<file path="config.mk">
export PLATFORM = sky130hd
export DESIGN_NAME = serial_adder_flat
export DESIGN_NICKNAME = d
export VERILOG_FILES = /design/src/rtl/serial_adder_if.sv /design/src/rtl/serial_adder.sv /design/src/flat_wrapper.sv
export SDC_FILE = /design/constraint.sdc
export NUM_CORES = 1
export LEC_CHECK = 0
export ABC_AREA = 1
export CAP_MARGIN = 30
export CORE_AREA = 2 2 60 62
export DETAILED_ROUTE_END_ITERATION = 8
export DIE_AREA = 0 0 62 64
export GPL_ROUTABILITY_DRIVEN = 0
export PLACE_DENSITY = 0.84
export SYNTH_ARGS = -nofsm -noshare
export SYNTH_HDL_FRONTEND = slang
export SYNTH_SLANG_ARGS = --single-unit
</file>
<file path="constraint.sdc">
create_clock -name clk -period 1.4 [get_ports clk]
set_input_delay 0.28 -clock clk [delete_from_list [all_inputs] [get_ports clk]]
set_output_delay 0.28 -clock clk [all_outputs]
set_load 0.03 [all_outputs]
</file>
<file path="src/rtl/serial_adder_if.sv">
// serial_adder_if: operand/result bundle between a requester and the bit-serial adder
interface serial_adder_if #(parameter int WIDTH = 8);
    logic             start;
    logic             cin;
    logic             busy;
    logic             done;
    logic             cout;
    logic [WIDTH-1:0] a;
    logic [WIDTH-1:0] b;
    logic [WIDTH-1:0] sum;
    modport master(output start, a, b, cin, input busy, done, sum, cout);
    modport slave(input start, a, b, cin, output busy, done, sum, cout);
endinterface

</file>
<file path="src/rtl/serial_adder.sv">
// serial_adder: LSB-first bit-serial adder feeding one bit pair per clock through a full adder
module serial_adder #(parameter int WIDTH = 8) (
    input logic          clk,
    input logic          rst,
    serial_adder_if.slave bus
);
    localparam int CW = $clog2(WIDTH);
    typedef enum logic [1:0] {IDLE, RUN, DONE} state_t;
    state_t           state, nxt;
    logic [WIDTH-1:0] sa, sb, acc, sum;
    logic [CW-1:0]    cnt;
    logic             c, s, co, load, last, cout;
    always_comb begin
        s    = sa[0] ^ sb[0] ^ c;
        co   = (sa[0] & sb[0]) | (sa[0] & c) | (sb[0] & c);
        load = bus.start && state != RUN;
        last = state == RUN && cnt == CW'(WIDTH - 1);
        nxt  = load ? RUN : last ? DONE : state == DONE ? IDLE : state;
    end
    always_ff @(posedge clk) begin
        if (rst) begin
            state <= IDLE;
            sa    <= '0;
            sb    <= '0;
            acc   <= '0;
            c     <= 1'b0;
            cnt   <= '0;
            sum   <= '0;
            cout  <= 1'b0;
        end else begin
            state <= nxt;
            if (load) begin
                sa  <= bus.a;
                sb  <= bus.b;
                c   <= bus.cin;
                cnt <= '0;
            end else if (state == RUN) begin
                sa  <= sa >> 1;
                sb  <= sb >> 1;
                acc <= {s, acc[WIDTH-1:1]};
                c   <= co;
                cnt <= cnt + CW'(1);
            end
            // the final bit is folded straight into the result, not via acc
            if (last) begin
                sum  <= {s, acc[WIDTH-1:1]};
                cout <= co;
            end
        end
    end
    assign bus.busy = state == RUN;
    assign bus.done = state == DONE;
    assign bus.sum  = sum;
    assign bus.cout = cout;
endmodule
</file>
<file path="src/flat_wrapper.sv">
// flat-port wrapper written by rule: the top's interface ports become plain ports
module serial_adder_flat 
#(parameter int WIDTH = 8)
  (clk, rst, bus_start, bus_a, bus_b, bus_cin, bus_busy, bus_done, bus_sum, bus_cout);
  serial_adder_if #(.WIDTH(WIDTH)) bus_i ();
  input logic clk;
  input logic rst;
  input wire logic [$bits(bus_i.start)-1:0] bus_start;
  input wire logic [$bits(bus_i.a)-1:0] bus_a;
  input wire logic [$bits(bus_i.b)-1:0] bus_b;
  input wire logic [$bits(bus_i.cin)-1:0] bus_cin;
  output wire logic [$bits(bus_i.busy)-1:0] bus_busy;
  output wire logic [$bits(bus_i.done)-1:0] bus_done;
  output wire logic [$bits(bus_i.sum)-1:0] bus_sum;
  output wire logic [$bits(bus_i.cout)-1:0] bus_cout;
  assign bus_i.start = bus_start;
  assign bus_i.a = bus_a;
  assign bus_i.b = bus_b;
  assign bus_i.cin = bus_cin;
  assign bus_busy = bus_i.busy;
  assign bus_done = bus_i.done;
  assign bus_sum = bus_i.sum;
  assign bus_cout = bus_i.cout;
  serial_adder #(.WIDTH(WIDTH)) u_core (.clk(clk), .rst(rst), .bus(bus_i));
endmodule
</file>
### Yosys cells after proc, flatten, opt, wreduce, memory -nomap -nowiden

Index checks and enable logic that the tools add are counted.

| storage, ports and cells | value |
|---|---|
| register bits after elaboration | 39 |
| input bits | 20 |
| output and inout port bits | 11 |
| word-level logic and storage cells | 38 |

| operators by class | value |
|---|---|
| equal/unequal tests | 4 |
| mux-type cells | 9 |
| $add $sub $neg | 1 |
| reductions and logical operators | 7 |
| bitwise gates (word level) | 8 |

Operators by type and width:

| operator | number |
|---|---|
| two-way mux 8 bit | 4 |
| two-way mux 2 bit | 2 |
| nonzero test 2 bit | 2 |
| adder 3 x 1 -> 3 bit, second input constant | 1 |
| bitwise AND 1 bit | 3 |
| equality test 3 bit, second input constant | 1 |
| two-way mux 1 bit | 3 |
| nonzero test 3 bit | 1 |
| equality test 2 x 1 -> 1 bit, second input constant | 1 |
| equality test 2 bit, second input constant | 1 |
| logical AND 1 bit | 2 |
| != test 2 x 1 -> 1 bit, second input constant | 1 |
| bitwise OR 1 bit | 2 |
| AND reduction 2 bit | 1 |
| OR reduction 2 bit | 1 |
| XOR 1 bit | 2 |
| NOT 1 bit | 1 |

### Logic depth before layout (Yosys ltp)

Gate-level depths: netlist of the first run.

| logic depth | value |
|---|---|
| word-level depth | 5 |
| mapped depth | 7 |
| mapped depth without buffers | 6 |

### Worst setup path after synthesis of the first run

Ideal clock, no wire load.

| timing path | value |
|---|---|
| path kind | register -> register |
| from | reg u_core.cnt[0] |
| to | reg u_core.sum[1] (netlist: u_core.bus.sum[1]) |
| path buffers | 0 |
| clock period less this slack | 1204 ps |
| path slack | 196 ps |
| setup time | 70 ps |
| stages on the path, launching flop included | 7 |
| arrival | 1133 ps |
| cell sequence | dfxtp_1 > ha_1 > ha_1 > inv_1 > nor2_2 > nand2_1 > a21oi_1 |

| between the ends | value |
|---|---|
| word-level cells in the longest chain between the ends | 2 |

RTL lines:

| item | line | RTL |
|---|---|---|
| from (decl) | serial_adder.sv:11 | `logic [CW-1:0] cnt;` |
| from (signal assigned) | serial_adder.sv:42 | `cnt <= cnt + CW'(1);` |
| equality test 3 bit | serial_adder.sv:17 | `last = state == RUN && cnt == CW'(WIDTH - 1);` |
| logical AND 1 bit | serial_adder.sv:17 |  |
| to (signal assigned) | serial_adder.sv:46 | `sum <= {s, acc[WIDTH-1:1]};` |
| to (decl) | serial_adder.sv:10 | `logic [WIDTH-1:0] sa, sb, acc, sum;` |

Every way passes these cells.
A chain may end at the register's enable or synchronous reset.

### Worst setup path in the final report of the first run

| timing path | value |
|---|---|
| from | reg u_core.state[0] |
| to | out bus_busy |

| between the ends | value |
|---|---|
| word-level cells in the longest chain between the ends | 1 |

RTL lines:

| item | line | RTL |
|---|---|---|
| from (decl) | serial_adder.sv:9 | `state_t state, nxt;` |
| from (signal assigned) | serial_adder.sv:31 | `state <= nxt;` |
| equality test 2 x 1 -> 1 bit | serial_adder.sv:51 | `assign bus.busy = state == RUN;` |
| to (decl) | flat_wrapper.sv:12 | `output wire logic [$bits(bus_i.busy)-1:0] bus_busy;` |

Every way passes these cells.

==> out/summary.txt, run 1 <==
P_leak = 0.970 nW
Top Ports = 31
DIE HEIGHT = 64 µm
Post-synthesis cell area = 1620 µm²
Vias in the first global route = 1388
Synth Register Bits = 38
RSZ-0062 raised after global routing = yes
Setup WS post-layout = 0.0596 ns
Post-synthesis mux area share = 0
Root Buffer = clkbuf_4
Switching pwr = 0.517 mW
Port bufs = 30
CP cell instances = inv_2 > nor2_4 > buf_4
Skew final = 0.0111 ns
Met2 usage = 0.313
Worst Hold Depth = 2
CP required = 1.12 ns
Sequential Power Share = 0.534
Switch share = 0.239
Ant diodes = 0
Ys Warns = 0
Clock transition at the registers of the reported paths = 0.11 ns
Post-Place Worst Slack = -0.0527 ns
Synthesized net count = 242
Sequential element share of the synthesized area = 0.469
Post-synth top area cell = dfxtp_1
Final Hold Fails = 0
Worst-skew pair later-pin latency = 0.34 ns
Main synth FF type = dfxtp_1
Final nets = 282
Slew @ Worst Pin = 0.297 ns
R2R Setup Slk = 0.10 ns
Final Core Density = 0.638
Vias/cell = 4.75
CTS buffer count = 5
Via Count = 1455
Top cell family by delay on the critical path = flip-flops
DR WL/cell = 10.9 µm
Synth top area cells = dfxtp_1 47%, nand3_1 15%, nand2_1 12%
Clock power share = 0.332
Slowest library cell on the worst path = dfxtp_2
First-pass DRT Iterations = 4
Layout area overhead = 29.2%
Synth Area per Inst = 7.40 µm²
Cell-internal power = 1.65 mW
Most common cell in the netlist = nand2_1
Post-synth top cells = 50 x nand2_1, 47 x nand3_1, 38 x dfxtp_1, 19 x inv_1, 18 x nor2_1
Beginning of the worst hold path = u_core.bus.sum[4]$_SDFFE_PP0P_
Largest net degree at the start of global routing = 27
GRT Total Usage = 0.195
Max Clk Rate = 746 MHz
Tmin final = 1.34 ns
Met1 Resource Use GR = 0.232
Critical Path Max Stage Delay = 0.39 ns
PD cells = 1040 nW/µm²
First-iteration detailed-routing DRC count = 82
Hold Crit Class = reg2reg
Starting Density = 0.494
CP Max Fanout = 4
CP startpoint kind = register
Xor/xnor share of the synthesized area = 0.00540
Setup Viol. Count Final = 0
ANT nets after route = 0
Max-cap violations = 0
# rows = 21
DIE WIDTH = 62 µm
Post-Synth Simple-Gate Area = 0.321
Reg2Reg Depth = 6
Die area = 3970 µm²
Comb power frac = 0.134
Overflow after GRT = 0
CTS Hold Bufs = 0
Buf/Inv on CP = 2
Post-Synthesis Cells = 219
Status = completed
Post-synth EDFFs = 0
Slew HR = 0.803
Adder-Cell Fraction of Synth Area = 0.0278
Post-route DRC = 0
Placeable core region = 3280 µm²
Top cell type's share of synthesized area = 0.469
Setup Crit Path Kind = reg2out
Fin crit share = 0.957
Distinct cell type count of the synthesized netlist = 21
Global-route wire length before repair = 5.76 mm
DP HPWL = 2.33 mm
Grt met3 use = 0.0445
Critical Path AT = 1.06 ns
Largest family of logic cells by synthesized area = simple AND/OR/NAND/NOR gates
RR Startpoint = u_core.cnt[0]$_SDFFE_PP0P_
Hold endpoint = u_core.bus.sum[4]$_SDFFE_PP0P_
H-tree Lvls = 2
VDD IR max = 563 µV
Layer with the highest usage = met2
Post-synth ARST share = 0
Clock buffer depth = 2
Sink Count = 38
Compound-Gate Fraction of Synth Area = 0.0787
Crit path capture type = output port
Post-Route WL = 3.33 mm
Reg-to-Reg End = u_core.state[0]$_SDFFE_PP0P_
Initial antenna violation count = 0
Share of cells above drive strength 1 = 0.142
TritonCTS clock tree = done
Final Max Slew Viols = 0
[through the flow]
| step | hold slack, ns | total power [mW] | TNS (ns) | cell area (µm²) | std cells |
|---|---|---|---|---|---|
| floorplan | 0.439 | 1.35 | 0 | 1620 | 219 |
| global placement | 0.448 | 1.46 | 0 | 2020 | 296 |
| detailed placement | 0.453 | 1.47 | -0.182 | 2020 | 296 |
| CTS | 0.466 | 2.18 | 0 | 2090 | 305 |
| global route | 0.492 | 2.28 | -0.00259 | 2090 | 306 |
| finish | 0.466 | 2.17 | 0 | 2090 | 306 |
[tightest hold or removal path, cell delays in order (launching register included)]
cell and delay (ns):
dfxtp_1 0.33, nand2_1 0.06, a21oi_1 0.05
[cell families (layout without fill, tap and decap cells)]
kind of cell             after synthesis  count (layout)
flip-flops                            38              38
adder cells (fa/ha/maj)                3               3
AO/OA/AOI/OAI                         25              25
buffers and inverters                 33              74
AND/OR/NAND/NOR                      119             119
XOR/XNOR                               1               1
[worst max-delay path by stage]
stage / start / to / slack, ns / cells past startpoint
floorplan: u_core.cnt[0]$_SDFFE_PP0P_ / u_core.bus.sum[1]$_SDFFE_PP0P_ / 0.20 / 6
finish: u_core.state[0]$_SDFFE_PP0P_ / bus_busy / 0.06 / 3
global placement: bus_start / u_core.cnt[2]$_SDFFE_PP0P_ / 0.007 / 5
global route: u_core.state[0]$_SDFFE_PP0P_ / bus_busy / -0.003 / 3
CTS: u_core.state[1]$_SDFFE_PP0P_ / bus_done / 0.0002 / 3
detailed placement: bus_start / u_core.cnt[0]$_SDFFE_PP0P_ / -0.05 / 5
[layer usage]
metal / share of wire / wire, µm
met1: 0.47 / 1570
met4: 0.022 / 72
met2: 0.47 / 1570
met3: 0.037 / 123
met5: 0 / 0
[repair_timing]
item,in CTS,in global routing
buffers inserted,1,1
setup endpoints to repair,19,13
hold endpoints to repair,0,0
resized for setup,11,17
pin swaps,1,1
[registers in the layout (all words and copies together), names as in the netlist]
signal	cells
u_core.bus.sum	8
u_core.c	1
u_core.sa	8
u_core.bus.cout	1
u_core.cnt	3
u_core.acc	7
u_core.sb	8
u_core.state	2
[cell type report]
| class | count | area [µm²] |
|---|---|---|
| Timing Repair Buffer | 45 | 408 |
| Fill cell | 307 | 1190 |
| Clock buffer | 7 | 45.0 |
| Multi-Input combinational cell | 148 | 709 |
| Inverter | 21 | 78.8 |
| Sequential cell | 38 | 766 |
| Clock inverter | 1 | 30.0 |
| Tap cell | 46 | 57.6 |
[power by group through the flow]
stage / registers [mW] / clock network, mW / logic (mW)
6_report: 1.16 / 0.720 / 0.291
5_1_grt: 1.16 / 0.787 / 0.327
4_1_cts: 1.16 / 0.733 / 0.292
3_5_place_dp: 1.18 / 0 / 0.286
3_3_place_gp: 1.18 / 0 / 0.279
2_1_floorplan: 1.18 / 0 / 0.174
[layout by cell type (no fill, tap or decap), drive strengths merged]
cell type      netlist  routed
fa                   1       1
o21ai               11      11
a211oi               1       1
nor2                20      20
buf                 11      17
nand2               52      52
nand3               47      47
clkbuf               1      12
xor2                 1       1
clkdlybuf4s50        0      19
clkdlybuf4s15        0       4
dfxtp               38      38
bufinv               0       1
ha                   2       2
a21oi               13      13
inv                 21      21
Note: power is estimated with default switching activity, not from simulation.
==> run 2, diff against run 1 <==
- PLACE_DENSITY: 0.84 -> 0.76
==> out/summary.txt, run 2 (synthesis results as in run 1) <==
Worst-skew pair later-pin latency = 0.35 ns
Slew HR = 0.804
Status = completed
Non-filler cells in the finished layout = 306
Sink Count = 38
Hold WS = 0.468 ns
First-iteration detailed-routing DRC count = 48
Reg2Reg Depth = 7
Post-Route WL = 3.28 mm
Max Clk Rate = 746 MHz
Final Max Slew Viols = 0
Die area = 3970 µm²
RR Startpoint = u_core.cnt[0]$_SDFFE_PP0P_
First-pass DRT Iterations = 4
RSZ-0062 raised after global routing = no
VDD IR max = 836 µV
Top Ports = 31
Final Core Density = 0.636
Clock buffer depth = 2
Overflow after GRT = 0
CP Max Fanout = 2
CP startpoint kind = register
Post-route DRC = 0
Largest net degree at the start of global routing = 33
Critical Path Max Stage Delay = 0.36 ns
Tmin final = 1.34 ns
Commonest cells after routing, fill and taps aside = 50 x nand2_1, 47 x nand3_1, 35 x dfxtp_1
# fillers = 311
Vias in the first global route = 1301
Share of cells above drive strength 1 = 0.150
DIE WIDTH = 62 µm
Vias/cell = 4.88
Ant diodes = 0
# rows = 21
Fin crit share = 0.957
Via Count = 1493
CP endpoint = bus_sum[0]
R2R Setup Slk = 0.09 ns
Final Hold Fails = 0
Reg-to-Reg End = u_core.bus.sum[0]$_SDFFE_PP0P_
Skew final = 0.00863 ns
CTS buffer count = 5
Slowest library cell on the worst path = clkdlybuf4s15_1
Crit path from = u_core.bus.sum[0]$_SDFFE_PP0P_
Footprint of the multi-input gates = 704 µm²
Tot Pwr = 2.18 mW
Port bufs = 30
PD cells = 1050 nW/µm²
Hold Crit Class = reg2reg
DIE HEIGHT = 64 µm
Register Area = 767 µm²
Commonest non-fill, non-tap cell in the layout = nand2_1
Top cell family by delay on the critical path = buffers and inverters
TritonCTS clock tree = done
CP required = 1.12 ns
Clock transition at the registers of the reported paths = 0.12 ns
P_leak = 0.972 nW
Global-route wire length before repair = 5.47 mm
Biggest regs = u_core.bus.sum x8, u_core.sa x8, u_core.sb x8
Starting Density = 0.494
Placed cell count = 297
WP depth = 1
Setup Crit Path Kind = reg2out
Slew @ Worst Pin = 0.295 ns
Crit path capture type = output port
Max-cap violations = 0
H-tree Lvls = 2
DR WL/cell = 10.7 µm
CP cell instances = clkdlybuf4s15_1
Root Buffer = clkbuf_4
CTS Hold Bufs = 0
Layout area overhead = 28.9%
GRT Total Usage = 0.185
Setup TNS = 0 ns
DP HPWL = 2.29 mm
Placeable core region = 3280 µm²
Initial antenna violation count = 0
ANT nets after route = 0
Setup Viol. Count Final = 0
Buf/Inv on CP = 1
Critical Path AT = 1.06 ns
Final nets = 282
[run 2: metal layers]
metal | share of wire | GRT usage
met5 | 0 | 0
met4 | 0.018 | 0.101
met2 | 0.48 | 0.284
met1 | 0.45 | 0.227
met3 | 0.045 | 0.0506
[run 2: worst min path at each step]
stage / depth (start not counted) / endpoint / slack [ns] / start
after floorplan: 2 / u_core.sa[7]$_SDFFE_PP0P_ / 0.44 / u_core.sa[7]$_SDFFE_PP0P_
after global placement: 2 / u_core.bus.sum[3]$_SDFFE_PP0P_ / 0.45 / u_core.bus.sum[3]$_SDFFE_PP0P_
after detailed placement: 2 / u_core.bus.sum[5]$_SDFFE_PP0P_ / 0.45 / u_core.bus.sum[5]$_SDFFE_PP0P_
after CTS: 2 / u_core.bus.sum[5]$_SDFFE_PP0P_ / 0.47 / u_core.bus.sum[5]$_SDFFE_PP0P_
after global routing: 2 / u_core.bus.sum[5]$_SDFFE_PP0P_ / 0.48 / u_core.bus.sum[5]$_SDFFE_PP0P_
final: 2 / u_core.bus.sum[1]$_SDFFE_PP0P_ / 0.47 / u_core.bus.sum[1]$_SDFFE_PP0P_
[run 2: cell type report]
type | count | area share
inverter | 21 | 0.0377
clock buffer | 5 | 0.0180
timing repair buffer | 45 | 0.193
clock inverter | 3 | 0.0192
tap | 46 | 0.0275
multi-input combinational | 148 | 0.337
sequential | 38 | 0.367
[run 2: timing repair]
action	CTS	global route
endpoints found under the setup margin	11	15
buffers inserted	1	0
gates cloned	0	0
pin swaps	1	0
gates resized for setup	11	18
[run 2: power by group]
part	internal [mW]	total [mW]	switching, mW
clock network	0.370	0.741	0.371
logic	0.141	0.283	0.142
registers	1.13	1.16	0.0307
[run 2: stage by stage]
| stage | setup slack, ns | cell area [µm²] |
|---|---|---|
| 6_report | 0.0597 | 2090 |
| 3_3_place_gp | 0.0200 | 2010 |
| 3_5_place_dp | -0.00935 | 2010 |
| 4_1_cts | 0.00767 | 2090 |
| 5_1_grt | 0.00324 | 2090 |
| 2_1_floorplan | 0.196 | 1620 |
